**src/rtl/dmem_arb_pkg.sv**
```systemverilog
// Shared types and constants for the data-memory port arbiter.
// Latency: n/a (definitions only).
// Backpressure: n/a (definitions only).
package dmem_arb_pkg;

  // FSM encoding kept as plain constants so older tools that choke on enums still parse it.
  typedef logic [1:0] state_t;
  localparam state_t IDLE    = 2'd0;
  localparam state_t ISSUE   = 2'd1;
  localparam state_t RD_WAIT = 2'd2;

  // Requester ids; also the bit position of each port in the request vector.
  localparam logic PORT_C = 1'b0;
  localparam logic PORT_H = 1'b1;

  // Width of the read-latency down-counter (holds RD_LAT-1, RD_LAT <= 4).
  localparam int LAT_W = 2;

endpackage

```
**src/rtl/dmem_port_arbiter_rr_pick2.sv**
```systemverilog
// Two-way winner pick: round-robin on ties, or host-first when host_prio is set.
// Latency: purely combinational.
// Backpressure: none; the caller decides when the pick is consumed.
//
// Ports:
//   req[1:0]  - request vector, bit PORT_C = core, bit PORT_H = host
//   last_gnt  - port granted most recently (ignored when host_prio=1)
//   host_prio - 1: host wins every tie
//   win_id    - winning port id (valid only with win_valid)
//   win_valid - at least one port is requesting
module rr_pick2
  import dmem_arb_pkg::*;
(
  input  logic [1:0] req,
  input  logic       last_gnt,
  input  logic       host_prio,
  output logic       win_id,
  output logic       win_valid
);

  always_comb begin
    win_valid = |req;
    win_id    = PORT_C;
    case (req)
      2'b01:   win_id = PORT_C;
      2'b10:   win_id = PORT_H;
      // Tie: the port that did not win last time goes next, unless host is pinned.
      2'b11:   win_id = host_prio ? PORT_H : ~last_gnt;
      default: win_id = PORT_C;
    endcase
  end

endmodule

```
**src/rtl/dmem_port_arbiter.sv**
```systemverilog
// Shares the single-ported data SRAM between the core LSU (C) and host loader (H).
// Latency: gnt 1 cycle after req is sampled in IDLE; rvalid RD_LAT+1 cycles after gnt.
// Backpressure: req must be held until gnt; requests are ignored while busy.
//
// Ports:
//   clock, reset_n                  - clock and synchronous active-low reset
//   c_req/c_we/c_addr/c_wdata       - core command in; c_gnt pulses when issued
//   c_rvalid/c_rdata                - core read return (rdata held until next read)
//   h_*                             - same set for the host
//   mem_rden/mem_wren               - SRAM strobes, only ever high during ISSUE
//   mem_addr_in/mem_data_in         - SRAM write address/data
//   mem_addr_out/mem_data_out       - SRAM read address/returned data
//   busy                            - FSM is not in IDLE
module dmem_port_arbiter
  import dmem_arb_pkg::*;
#(
  parameter int ADDR_W    = 8,
  parameter int DATA_W    = 32,
  parameter int RD_LAT    = 1,
  parameter int HOST_PRIO = 0
) (
  input  logic              clock,
  input  logic              reset_n,
  input  logic              c_req,
  input  logic              c_we,
  input  logic [ADDR_W-1:0] c_addr,
  input  logic [DATA_W-1:0] c_wdata,
  output logic              c_gnt,
  output logic              c_rvalid,
  output logic [DATA_W-1:0] c_rdata,
  input  logic              h_req,
  input  logic              h_we,
  input  logic [ADDR_W-1:0] h_addr,
  input  logic [DATA_W-1:0] h_wdata,
  output logic              h_gnt,
  output logic              h_rvalid,
  output logic [DATA_W-1:0] h_rdata,
  output logic              mem_rden,
  output logic              mem_wren,
  output logic [ADDR_W-1:0] mem_addr_in,
  output logic [ADDR_W-1:0] mem_addr_out,
  output logic [DATA_W-1:0] mem_data_in,
  input  logic [DATA_W-1:0] mem_data_out,
  output logic              busy
);

  state_t              state;
  logic                cmd_we;
  logic                cmd_port;
  logic [ADDR_W-1:0]   cmd_addr;
  logic [DATA_W-1:0]   cmd_wdata;
  logic [LAT_W-1:0]    lat_cnt;
  logic                last_gnt;
  logic                win_id;
  logic                win_valid;

  rr_pick2 u_pick (
    .req       ({h_req, c_req}),
    .last_gnt  (last_gnt),
    .host_prio (HOST_PRIO != 0),
    .win_id    (win_id),
    .win_valid (win_valid)
  );

  always_ff @(posedge clock) begin
    if (!reset_n) begin
      state     <= IDLE;
      cmd_we    <= 1'b0;
      cmd_port  <= PORT_C;
      cmd_addr  <= '0;
      cmd_wdata <= '0;
      lat_cnt   <= '0;
      // Pointer parked on H so the first tie after reset goes to the core.
      last_gnt  <= PORT_H;
      c_rvalid  <= 1'b0;
      h_rvalid  <= 1'b0;
      c_rdata   <= '0;
      h_rdata   <= '0;
    end else begin
      c_rvalid <= 1'b0;
      h_rvalid <= 1'b0;
      case (state)
        IDLE: begin
          if (win_valid) begin
            state    <= ISSUE;
            cmd_port <= win_id;
            last_gnt <= win_id;
            if (win_id == PORT_H) begin
              cmd_we    <= h_we;
              cmd_addr  <= h_addr;
              cmd_wdata <= h_wdata;
            end else begin
              cmd_we    <= c_we;
              cmd_addr  <= c_addr;
              cmd_wdata <= c_wdata;
            end
          end
        end
        ISSUE: begin
          if (cmd_we) begin
            state <= IDLE;
          end else begin
            state   <= RD_WAIT;
            lat_cnt <= LAT_W'(RD_LAT - 1);
          end
        end
        RD_WAIT: begin
          if (lat_cnt != '0) begin
            lat_cnt <= lat_cnt - LAT_W'(1);
          end else begin
            // SRAM output is valid this cycle; register it toward the owner.
            state <= IDLE;
            if (cmd_port == PORT_H) begin
              h_rdata  <= mem_data_out;
              h_rvalid <= 1'b1;
            end else begin
              c_rdata  <= mem_data_out;
              c_rvalid <= 1'b1;
            end
          end
        end
        default: state <= IDLE;
      endcase
    end
  end

  // SRAM strobes exist only during ISSUE; everything is zeroed otherwise so the
  // macro never sees stale addresses or data.
  always_comb begin
    mem_rden     = 1'b0;
    mem_wren     = 1'b0;
    mem_addr_in  = '0;
    mem_addr_out = '0;
    mem_data_in  = '0;
    if (state == ISSUE) begin
      if (cmd_we) begin
        mem_wren    = 1'b1;
        mem_addr_in = cmd_addr;
        mem_data_in = cmd_wdata;
      end else begin
        mem_rden     = 1'b1;
        mem_addr_out = cmd_addr;
      end
    end
  end

  assign c_gnt = (state == ISSUE) && (cmd_port == PORT_C);
  assign h_gnt = (state == ISSUE) && (cmd_port == PORT_H);
  assign busy  = (state != IDLE);

endmodule

```
**config.mk**
```make
export PLATFORM = sky130hd
export DESIGN_NAME = dmem_port_arbiter
export DESIGN_NICKNAME = d
export VERILOG_FILES = /design/src/rtl/dmem_arb_pkg.sv /design/src/rtl/dmem_port_arbiter_rr_pick2.sv /design/src/rtl/dmem_port_arbiter.sv
export SDC_FILE = /design/constraint.sdc
export NUM_CORES = 1
export LEC_CHECK = 0
export BUFFER_PORTS_ARGS = -buffer_cell sky130_fd_sc_hd__buf_2
export CAP_MARGIN = 10
export CORE_MARGIN = 3
export CORE_UTILIZATION = 51
export CTS_BUF_LIST = sky130_fd_sc_hd__clkbuf_8
export DETAILED_ROUTE_END_ITERATION = 10
export GPL_ROUTABILITY_DRIVEN = 0
export GPL_TIMING_DRIVEN = 0
export PLACE_DENSITY = 0.93
export SYNTH_ARGS = -nofsm -noshare
export SYNTH_HDL_FRONTEND = slang
export SYNTH_SLANG_ARGS = --single-unit
```
**constraint.sdc**
```tcl
create_clock -name clock -period 2.5 [get_ports clock]
set_clock_uncertainty 0.2 [all_clocks]
set_input_delay 0.25 -clock clock [delete_from_list [all_inputs] [get_ports clock]]
set_output_delay 0.25 -clock clock [all_outputs]
set_load 0.02 [all_outputs]
```
-- After elaboration in Yosys (flattened, before gate mapping)
Index checks and enable logic that the tools add are counted.
- bits in registers: 113
- input bits: 118
- output and inout bits: 119
- word-level logic and storage cells: 61
- $add $sub $neg: 1
- eq/ne operators: 8
- muxes and demuxes: 23
- bitwise logic cells: 5
- reduce and logical (&&, ||, !) cells: 13
- operators with widths (operator ; count):
    $mux 32 ; 3
    $mux 8 ; 5
    $mux 2 ; 5
    $reduce_and 3->1 ; 3
    $mux 1 ; 7
    $eq 2x2->1 const B ; 3
    $ne 2x2->1 const B ; 3
    $pmux 2 s3 ; 1
    $reduce_bool 2->1 ; 3
    $not 1->1 ; 5
    $pmux 2 s2 ; 1
    $reduce_and 2->1 ; 2
    $reduce_or 3->1 ; 1
    $eq 2x1->1 const B ; 1
    $logic_and 1x1->1 ; 2
    $logic_not 2->1 ; 1
    $ne 2x1->1 const B ; 1
    $pmux 1 s2 ; 1
    $reduce_or 2->1 ; 1
    $sub 2x1->2 const B ; 1

-- Logic depth before layout (Yosys ltp)
Gate-level depths: netlist (run 1).
- depth in word-level cells: 3
- mapped depth: 7
- depth with buffers taken out: 5

-- By module
From an unflattened synthesis (run 1), not the netlist that was laid out.
- cell total of the unflattened synthesis: 532
- area, all modules: 4944.7 µm²
- modules (own cells, without submodules) (module ; instances ; cells an instance ; area each (µm²) ; sequential area each (µm²)):
    dmem_port_arbiter ; 1 ; 529 ; 4927.2 ; 2262.2
    rr_pick2 ; 1 ; 3 ; 17.5 ; 0.0

-- Least setup slack after synthesis (run 1)
Ideal clock, no wire load.
- path kind: reg-to-output
- start point: register state[0]
- end point: output port mem_addr_out[0]
- arrival time: 1278 ps
- required time: 2050 ps
- setup slack: 772 ps
- cell stages (with the launch flop): 3
- path buffers: 0
- cells stage by stage: dfxtp_1 nor3b_2 and2_1
- word-level cells in the longest chain between the ends: 2
- RTL lines (item ; RTL line ; RTL):
    start, declared ; dmem_port_arbiter.sv:47 ; state_t state;
    start signal, assigned ; dmem_port_arbiter.sv:67 ; state <= IDLE;
    start signal, assigned ; dmem_port_arbiter.sv:85 ; state <= ISSUE;
    start signal, assigned ; dmem_port_arbiter.sv:101 ; state <= IDLE;
    $eq 2x1->1 ; dmem_port_arbiter.sv:135 ; if (state == ISSUE) begin
    $mux 8 ; dmem_port_arbiter.sv:135 ;
    end, declared ; dmem_port_arbiter.sv:41 ; output logic [ADDR_W-1:0] mem_addr_out,
No other way between the ends.

-- Final worst setup path (run 1)
- start point: input port h_req
- end point: register cmd_wdata[17]
- word-level cells in the longest chain between the ends: 3
- elaborated cells on any way between the ends: 6
- classes of those cells: 2 x eq/ne; 2 x mux; 2 x reduce/logical
- RTL lines (item ; RTL line ; RTL):
    start, declared ; dmem_port_arbiter.sv:31 ; input logic h_req,
    $eq 2x2->1 ; dmem_port_arbiter_rr_pick2.sv:24 ; case (req)
    $pmux 1 s2 ; dmem_port_arbiter_rr_pick2.sv:24 ;
    $mux 32 ; dmem_port_arbiter.sv:88 ; if (win_id == PORT_H) begin
    end signal, assigned ; dmem_port_arbiter.sv:91 ; cmd_wdata <= h_wdata;
    end signal, assigned ; dmem_port_arbiter.sv:95 ; cmd_wdata <= c_wdata;
    end, declared ; dmem_port_arbiter.sv:51 ; logic [DATA_W-1:0] cmd_wdata;
Several ways; a longest one is shown, not always the timed one.
A chain may end at the register's enable or synchronous reset.

==> results of run 1 <==
-- layer usage --
metal | up-vias | track usage
met5 | - | 0
met4 | 0 | 0.294
met3 | 190 | 0.106
met2 | 679 | 0.740
met1 | 3036 | 0.420
li1 | 2763 | -
-- registers in the layout, indices dropped and copies added (netlist names) --
register,flops
cmd_wdata,32
lat_cnt,2
cmd_we,1
state,2
cmd_addr,8
cmd_port,1
h_rdata,32
c_rdata,32
h_rvalid,1
last_gnt,1
c_rvalid,1
-- Yosys cell counts --
library cell | count | area (µm²)
nand2_1 | 116 | 435
dfxtp_1 | 113 | 2260
nand3_1 | 66 | 330
o21ai_0 | 56 | 280
and2_1 | 48 | 300
a21oi_1 | 45 | 225
a311oi_1 | 41 | 359
buf_2 | 28 | 140
clkbuf_1 | 13 | 48.8
o21ai_1 | 10 | 50.1
buf_4 | 7 | 52.6
nor2_1 | 7 | 26.3
inv_1 | 5 | 18.8
clkbuf_2 | 3 | 15.0
nor3_1 | 3 | 15.0
buf_1 | 2 | 7.51
clkbuf_4 | 2 | 15.0
mux2i_1 | 2 | 20.0
nand2b_1 | 2 | 12.5
nor2_2 | 2 | 12.5
a21bo_1 | 1 | 10.0
a21boi_2 | 1 | 11.3
buf_6 | 1 | 11.3
ha_1 | 1 | 12.5
inv_2 | 1 | 3.75
nand4b_1 | 1 | 8.76
nand4bb_1 | 1 | 11.3
nor2_4 | 1 | 11.3
nor3b_2 | 1 | 12.5
or2_2 | 1 | 6.26
-- worst reg2reg max path, delay by kind of cell (launching register included) --
family                 cells  cell delay (ps)
and+or+nand+nor            2              490
AOI/OAI and AO/OA          1              150
DFF                        1              310
buffers and inverters      4             1170
-- metrics by stage --
step,power (W),hold WS (ps),worst slack [ps],util
2_1_floorplan,0.00240,199,772,-
3_3_place_gp,0.00263,246,445,0.682
3_5_place_dp,0.00265,258,443,0.682
4_1_cts,0.00466,95.2,41.8,0.862
5_1_grt,0.00494,169,-40.1,0.864
6_report,0.00482,156,-12.6,0.864
-- placed cells by master, fill, tap and decap left out, drive strengths merged, types with 4 or more instances in the layout --
| cell type | instances |
|---|---|
| buf | 271 |
| nand2 | 116 |
| dlygate4sd3 | 116 |
| dfxtp | 113 |
| nand3 | 66 |
| o21ai | 66 |
| and2 | 48 |
| a21oi | 45 |
| a311oi | 41 |
| clkbuf | 38 |
| nor2 | 10 |
| inv | 10 |
| clkinv | 4 |
-- cell type report --
class,instances,share of cell area
Inverter,6,0.00295
Sequential cell,113,0.296
Clock inverter,14,0.0234
Timing Repair Buffer,351,0.306
Clock buffer,18,0.0324
Tap cell,108,0.0177
Buffer,56,0.0388
Multi-Input combinational cell,406,0.283
-- power by group through the flow --
stage	logic [W]	clock network, W	registers (W)
after floorplan	0.000376	0	0.00202
after global placement	0.000621	0	0.00201
after detailed placement	0.000635	0	0.00201
after CTS	0.000835	0.00185	0.00197
after global routing	0.000994	0.00195	0.00199
final	0.000947	0.00188	0.00199
-- repair_timing --
item	in CTS	in global routing
gates cloned	0	0
endpoints found under the hold margin	106	0
hold buffers	116	0
resized for setup	1	4
buffers inserted	0	0
setup endpoints to repair	1	32
-- path summary, 6_finish.rpt --
kind,startpoint,end,slack (ps),depth (start not counted)
worst min-delay path,c_req,cmd_port$_SDFFE_PN0P_,160,4
worst max register to register,state[1]$_SDFFE_PN0P_,cmd_addr[5]$_SDFFE_PN0P_,50,7
worst min register to register,c_rdata[26]$_SDFFE_PN0P_,c_rdata[26]$_SDFFE_PN0P_,270,2
worst max-delay path,h_req,cmd_wdata[17]$_SDFFE_PN0P_,-10,7
-- logic make-up after synthesis --
| kind of cell | count (synthesis) | synth area share |
|---|---|---|
| muxes | 2 | 0.00424 |
| and+or+nand+nor | 249 | 0.250 |
| adders and majority gates | 1 | 0.00265 |
| DFF | 113 | 0.479 |
| AOI/OAI and AO/OA | 154 | 0.198 |
| buffers and inverters | 62 | 0.0662 |
==> results.ini, run 1 <==
[cts]
path_clk_slew_ps=70
clock-sinks=113
clock_latency_ps=430
cts_tree=yes
cts_htree_levels=4
clk_path_buf_depth=2
cts_buffers=17
ctsRootBufferMaster=clkbuf_8

[worst_setup_path]
critPathMostFrequentCell=dlygate4sd3_1
required_ps=2650
timing.critical_path.cells=dlygate4sd3_1, buf_2, a21boi_4, clkbuf_4, nand2_1, a311oi_1, dlygate4sd3_1
setup.worst_path.end_class=register
start_kind=primary input
critPathTopFamily=buffers and inverters
critPathKind=in -> reg
critPathMaxFanout=10
arrival_ps=2670
worst_path_max_delay_cell=dlygate4sd3_1
timing.critical_path.buf_inv=4
cpPeakStageDelay_ps=620

[finish]
post-route-cell-area_um2=7640
final-seq-area_um2=2260
stdcell_count=1072
multi_input_area_um2=2160
antenna_cells=0
fill_cells=417
areaGrowthSynthToFinish_pct=61.7
drive_gt1_frac=0.328
final_nets=1070

[placed_design]
dp.cells=924
portBuffers=235
place_area_um2=6040
dp_hpwl_mm=11.5

[synth]
syn_inst=581
syn-cell-area_um2=4730
synth.avg_cell_area_um2=8.13
yosys_warnings=0
yosys_register_bits=113
ys_types=30
synth_seq_area_share=0.479
synth_fp_nets=700

[pwr]
irDropWorstVdd_mv=0.384
pwr-share-comb=0.196
switchingPower_w=0.00146
swShare=0.302
p_leak_nw=3.68
power_frac_seq=0.413
p_int_w=0.00336
power.density_nw_per_um2=631
clockPowerShare=0.391

[detailed_routing]
drt-initial-drc-count=600
wl_mm=22.5
wl_per_cell_um=21.0
highest-signal-layer=met4
dr.pass1.iters=7
vias=6668
wl_met3_mm=2.52
drc=0
via_per_inst=6.22
met1_length_mm=7.30
postRouteAntennaNets=0
met2WireLength_mm=11.1

[sta]
setup-violations-final=1
fin_crit_ps=2510
max_slew_margin=0.611
finalCritPeriodShare=1.01
drv_slew=0
fin_tns_setup_ps=-12.6
hold_viol_final=0
worst_pin_slew_ps=581
rsz0062_at_grt=true
fmax_mhz=398
finalWorstSetupSlack_ps=-12.6

[global_route]
antenna_found_initial=0
grt_max_degree=17
grt_pass1_vias=6807
grt_pass1_wl_mm=33.6
grt_use_total=0.415
gr-total-overflow=0

[status]
violations=setup timing
status=finished, violations left

[run]
cap_violations=0

[floorplanning]
io_pins=237
rows=34
start_util=0.534
core_area_um2=8850
die_w_um=102
dieArea_um2=10500
die_h_um=102

[min_path]
hold_path_class=in -> reg

Note: power is estimated with default switching activity, not from simulation.
==> inputs of run 2 (changes only) <==
CELL_PAD_IN_SITES_DETAIL_PLACEMENT = 1   (was not set)
CELL_PAD_IN_SITES_GLOBAL_PLACEMENT = 1   (was not set)
CORE_UTILIZATION = 35   (was 51)
PLACE_DENSITY = 0.92   (was 0.93)
==> run 2 against run 1 <==
Net effect: the run now ends clean; wire length rose by 18%; first-iteration DRC count fell by 14%; power rose by 1.6%; worst setup slack improved by 55 ps; sequential share of layout area fell by 0.29 points; non-clock buffer count did not move; via count fell by 3.8%; largest power group unchanged.
==> results.ini, run 2 (synthesis results as in run 1) <==
[global_route]
grt_max_degree=17  ; unchanged
grt_use_total=0.351  ; -0.0637
gr-total-overflow=0  ; unchanged
grt_pass1_wl_mm=40.0  ; +19%
antenna_found_initial=0  ; unchanged
grt_pass1_vias=7141  ; +4.9%

[worst_setup_path]
setup.worst_path.end_class=register
critPathMaxFanout=10  ; unchanged
timing.critical_path.cells=dlygate4sd3_1, buf_2, a21bo_1, buf_2, nand2_1, a311oi_1, dlygate4sd3_1
worst_path_max_delay_cell=dlygate4sd3_1
critPathTopFamily=buffers and inverters
required_ps=2700  ; +50 ps
arrival_ps=2660  ; about the same
crit_start=h_req
start_kind=primary input
cpPeakStageDelay_ps=620  ; about the same
timing.critical_path.buf_inv=4  ; unchanged
rr_startpoint=state[1]$_SDFFE_PN0P_
critPathKind=in -> reg

[floorplanning]
dieArea_um2=14900  ; +43%
io_pins=237  ; unchanged
die_h_um=122  ; +19%
rows=41  ; +21%
core_area_um2=12900  ; +46%
start_util=0.366  ; -0.169
die_w_um=122  ; +19%

[finish]
reg_top3=c_rdata (32), cmd_wdata (32), h_rdata (32)
antenna_cells=0  ; unchanged
areaGrowthSynthToFinish_pct=63.4
final_nets=1070  ; unchanged
stdcell_count=1136  ; +6.0%
layout_common_cells=buf_2 (264), nand2_1 (116), dlygate4sd3_1 (116)
final_common_cell=buf_2
drive_gt1_frac=0.331  ; +0.00311

[run]
cap_violations=0  ; unchanged

[sta]
max_slew_margin=0.541  ; -0.0702
drv_slew=0  ; unchanged
whs_ps=234  ; +78.0 ps
hold_viol_final=0  ; unchanged
fmax_mhz=407  ; +2.2%
finalCritPeriodShare=0.983  ; -0.0219
fin_tns_setup_ps=0  ; +12.6 ps
setup-violations-final=0  ; -1
worst_pin_slew_ps=689  ; +108 ps
fin_crit_ps=2460  ; -54.8 ps

[cts]
clock_latency_ps=450  ; +20 ps
cts_buffers=17  ; unchanged
post_cts_buffers=0  ; unchanged
clock-sinks=113  ; unchanged
ctsRootBufferMaster=clkbuf_8
clk_path_buf_depth=2  ; unchanged
path_clk_slew_ps=90  ; +20 ps
cts_htree_levels=4  ; unchanged
cts_tree=yes

[detailed_routing]
dr.pass1.iters=5  ; -2
via_per_inst=5.65  ; -9.2%
drc=0  ; unchanged
wl_mm=26.5  ; +18%
wl_per_cell_um=23.3  ; +11%
postRouteAntennaNets=0  ; unchanged
drt-initial-drc-count=519  ; -14%
vias=6413  ; -3.8%

[status]
status=finished, final reports clean

[min_path]
hold_path_class=in -> reg
worstHoldStart=c_req

[pwr]
p_leak_nw=3.69  ; +0.30%
total_power_w=0.00490  ; +1.6%
irDropWorstVdd_mv=0.329  ; -14%
power.density_nw_per_um2=635  ; +0.58%

[placed_design]
portBuffers=235  ; unchanged
dp.cells=988  ; +6.9%
dp_hpwl_mm=14.1  ; +23%

-- run 2: worst paths after layout --
kind / end / slack, ps / depth (start not counted)
worst max-delay path: cmd_addr[5]$_SDFFE_PN0P_ / 40 / 7
worst min-delay path: cmd_port$_SDFFE_PN0P_ / 230 / 4
worst max register to register: cmd_addr[7]$_SDFFE_PN0P_ / 80 / 7
worst min register to register: c_rdata[5]$_SDFFE_PN0P_ / 270 / 2
-- run 2: repair_timing --
| item | 4_1_cts | 5_1_grt |
|---|---|---|
| hold endpoints to repair | 106 | 0 |
| gates resized for setup | 2 | 6 |
| hold buffers | 116 | 0 |
| endpoints found under the setup margin | 10 | 46 |
-- run 2: report_power, final --
part           switching (W)  internal (W)
Sequential         0.0000908       0.00191
Combinational       0.000539      0.000426
Clock               0.000911       0.00103
Total                0.00154       0.00336
-- run 2: metrics by stage --
step,instance area [µm²],util,setup slack (ps)
after floorplan,4730,-,772
after global placement,6120,0.473,494
after detailed placement,6120,0.473,434
after CTS,7710,0.596,0.124
after global routing,7720,0.597,-7.85
final,7720,0.597,42.2
-- run 2: worst min-delay path: stages --
cell and delay (ps):
buf_2 170, nor2_1 140, o21ai_0 210, a21oi_1 70
-- run 2: cell type report --
class / count / area (µm²)
clock inverter: 14 / 180
sequential: 113 / 2260
clock buffer: 18 / 248
buffer: 56 / 294
tap: 172 / 215
timing repair buffer: 351 / 2340
inverter: 6 / 22.5
fill: 1587 / 5200
multi-input combinational: 406 / 2160
-- run 2: routing by layer --
layer  vias up  part of all wire  GRT usage
li1       2760                 -          -
met1      3086              0.35      0.357
met2       444              0.50      0.630
met3       123             0.090      0.112
met4         0             0.058      0.202
met5         -                 0          0
==> inputs of run 3 (changes only) <==
--- a/config.mk
+++ b/config.mk
@@ -18,2 +18,3 @@
 export PLACE_DENSITY = 0.92
+export SLEW_MARGIN = 20
 export SYNTH_ARGS = -nofsm -noshare
--- a/constraint.sdc
+++ b/constraint.sdc
@@ -4,2 +4,2 @@
 set_output_delay 0.25 -clock clock [all_outputs]
-set_load 0.02 [all_outputs]
+set_load 0.01 [all_outputs]
==> run 3 against run 2 <==
Net effect: count of clock-buffer cells in the layout unchanged; critical path type is now reg -> reg; first-iteration DRC count up 1.7%; clock power about the same; critical endpoint is now cmd_wdata[6]$_SDFFE_PN0P_; highest routed layer unchanged; power down 0.57%; largest power group unchanged; register-to-register slack worse by 40 ps; maximum frequency about the same.
==> results.ini, run 3 (synthesis results as in run 1) <==
[global_route]
grt_max_degree=17  ; unchanged
gr-total-overflow=0  ; unchanged
grt_pass1_wl_mm=40.7  ; +1.8%
grt_use_total=0.358  ; +0.00611
antenna_found_initial=1  ; +1
grt_pass1_vias=7198  ; +0.80%

[floorplanning]
die_w_um=122  ; unchanged
dieArea_um2=14900  ; unchanged
core_area_um2=12900  ; unchanged
start_util=0.366  ; unchanged
die_h_um=122  ; unchanged
rows=41  ; unchanged
io_pins=237  ; unchanged

[finish]
drive_gt1_frac=0.330  ; -0.00104
post-route-util=0.598  ; +0.000678
layout_common_cells=buf_2 (260), nand2_1 (116), dlygate4sd3_1 (116)
reg_top3=c_rdata (32), cmd_wdata (32), h_rdata (32)
final_common_cell=buf_2
areaGrowthSynthToFinish_pct=63.6
final_nets=1070  ; unchanged

[cts]
cts_htree_levels=4  ; unchanged
clock-sinks=113  ; unchanged
cts_tree=yes
clk_path_buf_depth=2  ; unchanged
path_clk_slew_ps=80  ; about the same
clock_latency_ps=460  ; about the same
cts_buffers=17  ; unchanged
ctsRootBufferMaster=clkbuf_8
post_cts_buffers=0  ; unchanged

[detailed_routing]
wl_per_cell_um=23.5  ; +0.99%
drt-initial-drc-count=528  ; +1.7%
postRouteAntennaNets=0  ; unchanged
via_per_inst=5.70  ; +0.99%
vias=6482  ; +1.1%
drc=0  ; unchanged
wl_mm=26.8  ; +1.1%
dr.pass1.iters=5  ; unchanged

[sta]
finalCritPeriodShare=0.983  ; about the same
fin_tns_setup_ps=0  ; unchanged
setup-violations-final=0  ; unchanged
fmax_mhz=407  ; about the same
whs_ps=159  ; -75.6 ps
fin_crit_ps=2460  ; +0.254 ps
drv_slew=0  ; unchanged
max_slew_margin=0.578  ; +0.0376
hold_viol_final=0  ; unchanged
worst_pin_slew_ps=630  ; -59.1 ps

[worst_setup_path]
start_kind=register
critPathKind=reg -> reg
critPathMaxFanout=10  ; unchanged
arrival_ps=2590  ; -70 ps
setup.worst_path.end_class=register
rr_worst_depth=7  ; unchanged
required_ps=2630  ; -70 ps

[placed_design]
dp_hpwl_mm=14.1  ; unchanged
portBuffers=235  ; unchanged

[min_path]
min_path_cells=4  ; unchanged
hold_path_class=in -> reg

[pwr]
irDropWorstVdd_mv=0.321  ; -2.3%
power.density_nw_per_um2=630  ; -0.68%
p_leak_nw=3.69  ; about the same
total_power_w=0.00487  ; -0.57%

[run]
cap_violations=0  ; unchanged

[status]
status=finished, final reports clean

==> run 3: worst max-delay path: stages (launching register included) <==
cell,delay (ps)
dfxtp_1,320
buf_6,140
nor2_4,240
inv_2,110
nor2_2,270
clkbuf_4,310
a311oi_1,120
dlygate4sd3_1,620
==> run 3: layer usage <==
| layer | global-route usage | part of all wire | wire length, µm |
|---|---|---|---|
| met5 | 0 | 0 | 0 |
| met1 | 0.372 | 0.36 | 9580 |
| met2 | 0.637 | 0.50 | 13400 |
| met3 | 0.103 | 0.086 | 2300 |
| met4 | 0.209 | 0.056 | 1510 |
==> run 3: cell type report <==
type / instances / area, µm²
plain buffers: 56 / 302
well taps: 172 / 215
clock inverters: 14 / 180
clock buffers: 18 / 248
fillers: 1567 / 5190
repair buffers: 351 / 2340
multi-input cells: 406 / 2160
flip-flops and latches: 113 / 2260
diodes: 1 / 2.50
inverters: 6 / 22.5
==> run 3: timing repair <==
action                                  4_1_cts  5_1_grt
hold buffers                                116        0
endpoints found under the setup margin        1       32
gates cloned                                  0        0
gates resized for setup                       1        9
endpoints found under the hold margin       106        0
==> run 3: path summary, 6_finish.rpt <==
kind | end | start | slack [ps]
max reg2reg | cmd_wdata[6]$_SDFFE_PN0P_ | state[1]$_SDFFE_PN0P_ | 40
min | cmd_port$_SDFFE_PN0P_ | c_req | 160
max | cmd_wdata[6]$_SDFFE_PN0P_ | state[1]$_SDFFE_PN0P_ | 40
min reg2reg | c_rdata[5]$_SDFFE_PN0P_ | c_rdata[5]$_SDFFE_PN0P_ | 270
==> run 3: metrics by stage <==
stage	cells	area, µm²	setup slack (ps)
2_1_floorplan	581	4730	924
5_1_grt	1137	7730	-12.5
3_5_place_dp	988	6120	467
3_3_place_gp	988	6120	528
6_report	1137	7730	42.0
4_1_cts	1136	7710	0.724
==> run 3: power breakdown <==
| part | internal [W] | switching (W) | total [W] |
|---|---|---|---|
| clock | 0.00103 | 0.000915 | 0.00194 |
| combinational | 0.000428 | 0.000508 | 0.000937 |
| sequential | 0.00191 | 0.0000870 | 0.00200 |
